File: src/rtl/projectile_pool.sv
// projectile_pool: bullet slot manager for the shooter game.
// Allocates the lowest free slot on a rate-limited fire request, advances
// every live bullet once per frame_tick, retires bullets that leave the
// screen or are flagged by collision logic, and answers the VGA pixel query.
// Optional feature: define SPREAD_SHOT_EN to make each accepted shot a
// three-bullet burst (vx = -SPREAD_VX, 0, +SPREAD_VX) on consecutive cycles.
module projectile_pool #(
  parameter int          N_SLOTS   = 30,
  parameter int          POS_W     = 10,
  parameter int          VEL_W     = 4,
  parameter int          ARM_DELAY = 5000000,
  parameter int          COOLDOWN  = 5000000,
  parameter int          X_OFFSET  = 13,
  parameter int          Y_OFFSET  = 10,
  parameter int          BULLET_W  = 2,
  parameter int          BULLET_H  = 6,
  parameter int          SCREEN_W  = 640,
  parameter int          SCREEN_H  = 480,
  parameter logic [23:0] COLOR     = 24'hFFFF00,
  parameter int          SPREAD_VX = 1
) (
  input  logic                       clock,
  input  logic                       resetn,
  input  logic                       start,
  input  logic                       frame_tick,
  input  logic                       fire,
  input  logic [POS_W-1:0]           ship_x,
  input  logic [POS_W-1:0]           ship_y,
  input  logic [VEL_W-1:0]           fire_vy,
  input  logic [POS_W-1:0]           x,
  input  logic [POS_W-1:0]           y,
  input  logic [N_SLOTS-1:0]         collided,
  output logic [N_SLOTS*2*POS_W-1:0] bullet_pos,
  output logic [N_SLOTS-1:0]         active,
  output logic [6:0]                 free_count,
  output logic                       fire_ack,
  output logic                       fire_drop,
  output logic [23:0]                rgb
);

  // ARMING lasts ARM_DELAY cycles; COOLDOWN lasts COOLDOWN-1 cycles so that
  // the READY cycle that follows makes accepted shots exactly COOLDOWN apart.
  localparam logic [31:0]       ARM_LAST  = 32'(ARM_DELAY - 1);
  localparam logic [31:0]       COOL_LAST = (COOLDOWN >= 2) ? 32'(COOLDOWN - 2) : 32'd0;
  localparam logic [POS_W-1:0]  X_OFF     = POS_W'(X_OFFSET);
  localparam logic [POS_W-1:0]  Y_OFF     = POS_W'(Y_OFFSET);
  localparam logic signed [POS_W:0] X_MAX = (POS_W+1)'(SCREEN_W - 1);
  localparam logic signed [POS_W:0] Y_MAX = (POS_W+1)'(SCREEN_H - 1);
  localparam logic [POS_W:0]    BW_LIM    = (POS_W+1)'(BULLET_W);
  localparam logic [POS_W:0]    BH_LIM    = (POS_W+1)'(BULLET_H);
`ifdef SPREAD_SHOT_EN
  localparam logic [VEL_W-1:0]  SPREAD_POS = VEL_W'(SPREAD_VX);
  localparam logic [VEL_W-1:0]  SPREAD_NEG = VEL_W'(-SPREAD_VX);
`endif

  typedef enum logic [1:0] {
    ST_ARMING   = 2'd0,
    ST_READY    = 2'd1,
    ST_COOLDOWN = 2'd2
`ifdef SPREAD_SHOT_EN
    , ST_SPREAD = 2'd3
`endif
  } state_t;

  state_t             state_reg, state_next;
  logic [31:0]        count_reg, count_next;
  logic               ack_reg, ack_next;
  logic               drop_reg, drop_next;
  logic [6:0]         free_count_reg, free_count_next;
`ifdef SPREAD_SHOT_EN
  logic               burst_reg, burst_next;
`endif

  logic [N_SLOTS-1:0] active_reg, active_next;
  logic [N_SLOTS-1:0] free_mask, alloc_onehot, alloc_sel, hit_vec;
  logic               any_free, alloc_en;
  logic [VEL_W-1:0]   alloc_vx;
  logic [POS_W-1:0]   spawn_x, spawn_y;

  // Allocation looks only at registered occupancy; lowest set bit of the free mask wins.
  assign free_mask    = ~active_reg;
  assign alloc_onehot = free_mask & (~free_mask + N_SLOTS'(1));
  assign any_free     = |free_mask;
  assign alloc_sel    = alloc_en ? alloc_onehot : '0;
  assign spawn_x      = ship_x + X_OFF;
  assign spawn_y      = ship_y - Y_OFF;

  // Fire FSM: next state, counter, allocation request and pulse outputs.
  always_comb begin
    state_next = state_reg;
    count_next = count_reg;
    ack_next   = 1'b0;
    drop_next  = 1'b0;
    alloc_en   = 1'b0;
    alloc_vx   = '0;
`ifdef SPREAD_SHOT_EN
    burst_next = burst_reg;
`endif
    if (!start) begin
      state_next = ST_ARMING;
      count_next = '0;
    end else begin
      case (state_reg)
        ST_ARMING: begin
          if (count_reg == ARM_LAST) begin
            state_next = ST_READY;
            count_next = '0;
          end else begin
            count_next = count_reg + 32'd1;
          end
        end
        ST_READY: begin
          if (fire) begin
            if (any_free) begin
              alloc_en = 1'b1;
              ack_next = 1'b1;
`ifdef SPREAD_SHOT_EN
              alloc_vx   = SPREAD_NEG;
              burst_next = 1'b0;
              state_next = ST_SPREAD;
`else
              state_next = (COOLDOWN > 1) ? ST_COOLDOWN : ST_READY;
`endif
            end else begin
              drop_next = 1'b1;
            end
          end
        end
        ST_COOLDOWN: begin
          if (count_reg == COOL_LAST) begin
            state_next = ST_READY;
            count_next = '0;
          end else begin
            count_next = count_reg + 32'd1;
          end
        end
`ifdef SPREAD_SHOT_EN
        ST_SPREAD: begin
          if (any_free) begin
            alloc_en = 1'b1;
            ack_next = 1'b1;
            alloc_vx = burst_reg ? SPREAD_POS : '0;
            if (burst_reg) begin
              state_next = (COOLDOWN > 1) ? ST_COOLDOWN : ST_READY;
            end else begin
              burst_next = 1'b1;
            end
          end else begin
            // Pool ran dry mid-burst: report once and abandon the rest.
            drop_next  = 1'b1;
            state_next = (COOLDOWN > 1) ? ST_COOLDOWN : ST_READY;
          end
        end
`endif
        default: begin
          state_next = ST_ARMING;
          count_next = '0;
        end
      endcase
    end
  end

  // Fire FSM state and registered status outputs.
  always_ff @(posedge clock) begin
    if (!resetn) begin
      state_reg      <= ST_ARMING;
      count_reg      <= '0;
      ack_reg        <= 1'b0;
      drop_reg       <= 1'b0;
      free_count_reg <= 7'(N_SLOTS);
`ifdef SPREAD_SHOT_EN
      burst_reg      <= 1'b0;
`endif
    end else begin
      state_reg      <= state_next;
      count_reg      <= count_next;
      ack_reg        <= ack_next;
      drop_reg       <= drop_next;
      free_count_reg <= free_count_next;
`ifdef SPREAD_SHOT_EN
      burst_reg      <= burst_next;
`endif
    end
  end

  // Free slots after this edge, registered alongside the active mask.
  always_comb begin
    free_count_next = 7'(N_SLOTS);
    for (int i = 0; i < N_SLOTS; i++) begin
      free_count_next = free_count_next - {6'd0, active_next[i]};
    end
  end

  for (genvar gi = 0; gi < N_SLOTS; gi++) begin : g_slot
    logic                    act_reg, act_next;
    logic [POS_W-1:0]        x_reg, x_next, y_reg, y_next;
    logic [VEL_W-1:0]        vx_reg, vx_next, vy_reg, vy_next;
    logic signed [POS_W:0]   nx, ny;
    logic                    off_screen;
    logic [POS_W:0]          dx, dy;

    // Candidate position one frame ahead, in signed POS_W+1 arithmetic.
    assign nx = $signed({1'b0, x_reg}) + $signed({{(POS_W+1-VEL_W){vx_reg[VEL_W-1]}}, vx_reg});
    assign ny = $signed({1'b0, y_reg}) + $signed({{(POS_W+1-VEL_W){vy_reg[VEL_W-1]}}, vy_reg});
    assign off_screen = nx[POS_W] || (nx > X_MAX) || ny[POS_W] || (ny > Y_MAX);

    // Slot update priority: collision clear, then allocation, then motion.
    always_comb begin
      act_next = act_reg;
      x_next   = x_reg;
      y_next   = y_reg;
      vx_next  = vx_reg;
      vy_next  = vy_reg;
      if (collided[gi] && act_reg) begin
        act_next = 1'b0;
      end else if (alloc_sel[gi]) begin
        act_next = 1'b1;
        x_next   = spawn_x;
        y_next   = spawn_y;
        vx_next  = alloc_vx;
        vy_next  = fire_vy;
      end else if (frame_tick && act_reg) begin
        if (off_screen) begin
          act_next = 1'b0;
        end else begin
          x_next = nx[POS_W-1:0];
          y_next = ny[POS_W-1:0];
        end
      end
    end

    // Slot storage; coordinates reset to the all-ones sentinel.
    always_ff @(posedge clock) begin
      if (!resetn) begin
        act_reg <= 1'b0;
        x_reg   <= '1;
        y_reg   <= '1;
        vx_reg  <= '0;
        vy_reg  <= '0;
      end else begin
        act_reg <= act_next;
        x_reg   <= x_next;
        y_reg   <= y_next;
        vx_reg  <= vx_next;
        vy_reg  <= vy_next;
      end
    end

    assign active_reg[gi]  = act_reg;
    assign active_next[gi] = act_next;
    // Inactive slots always present the sentinel so nothing can match them.
    assign bullet_pos[2*POS_W*gi +: 2*POS_W] = act_reg ? {y_reg, x_reg} : '1;

    // Pixel coverage test; offsets are only meaningful once x>=bx and y>=by.
    assign dx = {1'b0, x} - {1'b0, x_reg};
    assign dy = {1'b0, y} - {1'b0, y_reg};
    assign hit_vec[gi] = act_reg && (x >= x_reg) && (dx < BW_LIM)
                                 && (y >= y_reg) && (dy < BH_LIM);
  end

  assign active     = active_reg;
  assign free_count = free_count_reg;
  assign fire_ack   = ack_reg;
  assign fire_drop  = drop_reg;
  assign rgb        = (|hit_vec) ? COLOR : 24'h000000;

endmodule

File: config.mk
export PLATFORM = sky130hd
export DESIGN_NAME = projectile_pool
export DESIGN_NICKNAME = d
export VERILOG_FILES = /design/src/rtl/projectile_pool.sv
export SDC_FILE = /design/constraint.sdc
export NUM_CORES = 2
export LEC_CHECK = 0
export CAP_MARGIN = 10
export CORE_MARGIN = 2
export CORE_UTILIZATION = 60
export DETAILED_ROUTE_END_ITERATION = 10
export GPL_ROUTABILITY_DRIVEN = 0
export HOLD_SLACK_MARGIN = 0.06
export PLACE_DENSITY = 0.79
export SLEW_MARGIN = 10
export SYNTH_ARGS = -nofsm -noshare
export SYNTH_HDL_FRONTEND = slang
export SYNTH_SLANG_ARGS = --single-unit
export TNS_END_PERCENT = 100
File: constraint.sdc
create_clock -name clock -period 11.45 [get_ports clock]
set_input_delay 2.29 -clock clock [delete_from_list [all_inputs] [get_ports clock]]
set_output_delay 2.29 -clock clock [all_outputs]
set_load 0.05 [all_outputs]
==> summary.md <==
| Metric | Value |
|---|---|
| CP Buf/Inv Count | `5` |
| Ys async rst share | `0` |
| Final setup margin | `1500 ps` |
| Gr ovfl total | `0` |
| Initial Util | `0.606` |
| Area after DPL | `0.0838 mm²` |
| Setup-failing EPs final | `0` |
| RSZ-0062 raised after global routing | `no` |
| Netlist cell types | `104` |
| Initial DRC count | `10,094` |
| DRC | `0` |
| Met2 routed WL | `123 mm` |
| Syn Inst Count | `9,933` |
| First-pass GRT wire length | `447 mm` |
| Final Power | `6.92 mW` |
| Core Rows | `129` |
| Highest clock rate | `0.100 GHz` |
| # nets final | `11,551` |
| I/O Buffers | `733` |
| Placed Cells | `11,968` |
| Crit path time final | `9950 ps` |
| Period utilisation layout | `0.869` |
| Crit path max-delay family | `buffers and inverters` |
| Metal3 WL | `42.6 mm` |
| Crit path largest cell delay | `990 ps` |
| Num CTS Buffers | `94` |
| Max VDD drop | `124 µV` |
| Die Area | `0.128 mm²` |
| Post-synthesis sequential area ratio | `0.212` |
| Crit-path cells | `clkdlybuf4s50_1 -> inv_2 -> buf_12 -> ha_1 -> fa_1 -> xor2_1 -> o2111ai_1 -> a211oi_1 -> nand3_1 -> a211oi_1 -> o2111ai_1 -> or4_1 -> o41ai_1 -> a2111oi_0 -> nand4_1 -> buf_4 -> buf_12` |
| Layout Utilization | `0.703` |
| CP Capture Type | `output port` |
| Skew final | `21.3 ps` |
| Cts repair resizes | `0` |
| Clk_lat worst skew | `700 ps` |
| Max_cap viols | `0` |
| Worst Path Required | `9160 ps` |
| Slew HR | `0.102` |
| ANT nets after route | `0` |
| H-Tree Depth | `3` |
| Post-route cell area | `0.0871 mm²` |
| Clock sink count | `793` |
| Largest net degree at the start of global routing | `125` |
| Vias in the first global route | `75,041` |
| Pwr dens | `79.5 mW/mm²` |
| Netlist Area Pre-Place | `0.0750 mm²` |
| Post-synth EDFFs | `0` |
| Setup TNS | `0 ps` |
| Hpwl dp | `219 mm` |
| HP Class | `flip-flop to flip-flop` |
| Core area | `0.124 mm²` |
| Lkg Pwr | `41.5 nW` |
| Synth warnings | `0` |
| Worst setup SP type | `input pin` |
| Routed wire per std cell | `25.1 µm` |
| Critical Path Slowest Stage Cell | `o41ai_1` |
| Area delta synth->final | `16.1%` |
| Via count | `80,769` |
| Cts hold-fix bufs | `0` |
| Hold Violations, Final | `0` |
| Share of cells above drive strength 1 | `0.0531` |
| Clk slew on worst S/H paths | `60 ps` |
| CTS tree | `built` |
| Post-DR vias/cell | `6.65` |
| Commonest cells after routing, fill and taps aside | `nand2_1 (1,562), ha_1 (930), inv_1 (862), dfxtp_1 (793), clkdlybuf4s50_1 (691)` |
| Max FO, Critical Path | `17` |
| Drt total wl | `305 mm` |
| Commonest non-fill, non-tap cell in the layout | `nand2_1` |
| Metal-1 WL | `107 mm` |
| Clock Tree Root | `clkbuf_16` |
| Number of synthesized register bits | `793` |
| First-pass DRT Iterations | `8` |
| Worst Max-Slew Pin Slew | `1330 ps` |
| Filler instances | `10,063` |
| Pre-CTS WS | `1450 ps` |
| Synth Flop Type | `dfxtp_1` |
| Outcome | `finished, final reports clean` |
| Final Non-Filler Cells | `12,149` |
| Worst setup path category | `input pin to output port` |
| Number of I/O pins | `742` |
| Worst Path Arrival | `7660 ps` |
| Post-CTS setup buffer count | `0` |
| Max layer used | `met5` |
| Gr usage total | `0.455` |
| Die Y | `358 µm` |
| Hold WS | `459 ps` |
| Slew Viols, Final | `0` |
| Longest Clk Path Bufs | `3` |
| Initial antenna violation count | `19` |
| Die width | `358 µm` |
| Synthesized area per cell | `7.55 µm²` |
## power by group
part / total (mW) / internal [mW] / switching [mW]
sequential: 2.76 / 2.76 / 0.000430
combinational: 0.940 / 0.255 / 0.685
clock: 3.22 / 1.89 / 1.33
## cells in the mapped netlist (35+ instances only)
master / n / share of area
nand2_1: 1562 / 0.078
ha_1: 932 / 0.16
inv_1: 865 / 0.043
dfxtp_1: 793 / 0.21
a21oi_1: 606 / 0.040
nor2_1: 599 / 0.030
o211ai_1: 460 / 0.046
o21ai_0: 460 / 0.031
clkbuf_1: 367 / 0.018
nor3_1: 246 / 0.016
xnor2_1: 234 / 0.027
xor2_1: 225 / 0.026
nand2b_1: 165 / 0.014
nand3_1: 155 / 0.010
a21o_1: 153 / 0.015
nor2b_1: 148 / 0.012
o21a_1: 117 / 0.012
fa_1: 113 / 0.030
mux2i_1: 95 / 0.013
a211oi_1: 93 / 0.0093
or3_1: 87 / 0.0073
a31oi_1: 83 / 0.0069
nand4_1: 79 / 0.0066
a221o_1: 73 / 0.0097
o2111ai_1: 71 / 0.0083
or2_2: 71 / 0.0059
nor4_1: 62 / 0.0052
buf_4: 54 / 0.0054
o221ai_1: 52 / 0.0061
a2111oi_0: 48 / 0.0056
buf_2: 43 / 0.0029
and2_1: 40 / 0.0033
mux2_2: 40 / 0.0060
o21bai_1: 40 / 0.0040
and3_1: 38 / 0.0032
o22ai_1: 38 / 0.0032
nor3b_1: 37 / 0.0037
o31a_1: 35 / 0.0041
## tightest hold or removal path: stages, from the launching register on
cell,delay (ps)
dfxtp_1,310
nand2_1,50
a21oi_1,50
## kinds of logic (layout without fill, tap and decap cells)
logic type / count (synthesis) / after routing / share of synthesized area
and+or+nand+nor: 3425 / 3425 / 0.212
AOI/OAI and AO/OA: 2709 / 2709 / 0.246
buffers and inverters: 1366 / 1925 / 0.0723
adders and majority gates: 1045 / 1045 / 0.186
DFF: 793 / 793 / 0.212
xor gates and xnor gates: 459 / 459 / 0.0536
muxes: 135 / 135 / 0.0187
other: 1 / 21 / 0.0000500
## routing by layer
metal	vias up	global-route usage
met3	1565	0.119
met4	16	0.386
met5	-	0
met2	5429	0.668
li1	36376	-
met1	37383	0.555
## layout make-up
type	count	area, µm²	area share
well taps	1637	2050	0.0235
clock inverters	37	447	0.00513
inverters	867	3260	0.0375
diodes	13	32.5	0.000374
repair buffers	890	8620	0.0990
clock buffers	131	2760	0.0316
multi-input cells	7781	54000	0.621
flip-flops and latches	793	15900	0.182
## path summary, 6_finish.rpt
path                                           from             endpoint  slack [ps]  cells past startpoint
worst min register to register  g_slot[9].vy_reg[2]  g_slot[9].vy_reg[2]         460                      2
worst max-delay path                           x[0]              rgb[16]        1500                     17
worst max register to register    g_slot[0].act_reg        free_count[4]        2340                     24
worst min-delay path            g_slot[9].vy_reg[2]  g_slot[9].vy_reg[2]         460                      2
(Power assumes the default switching activity.)
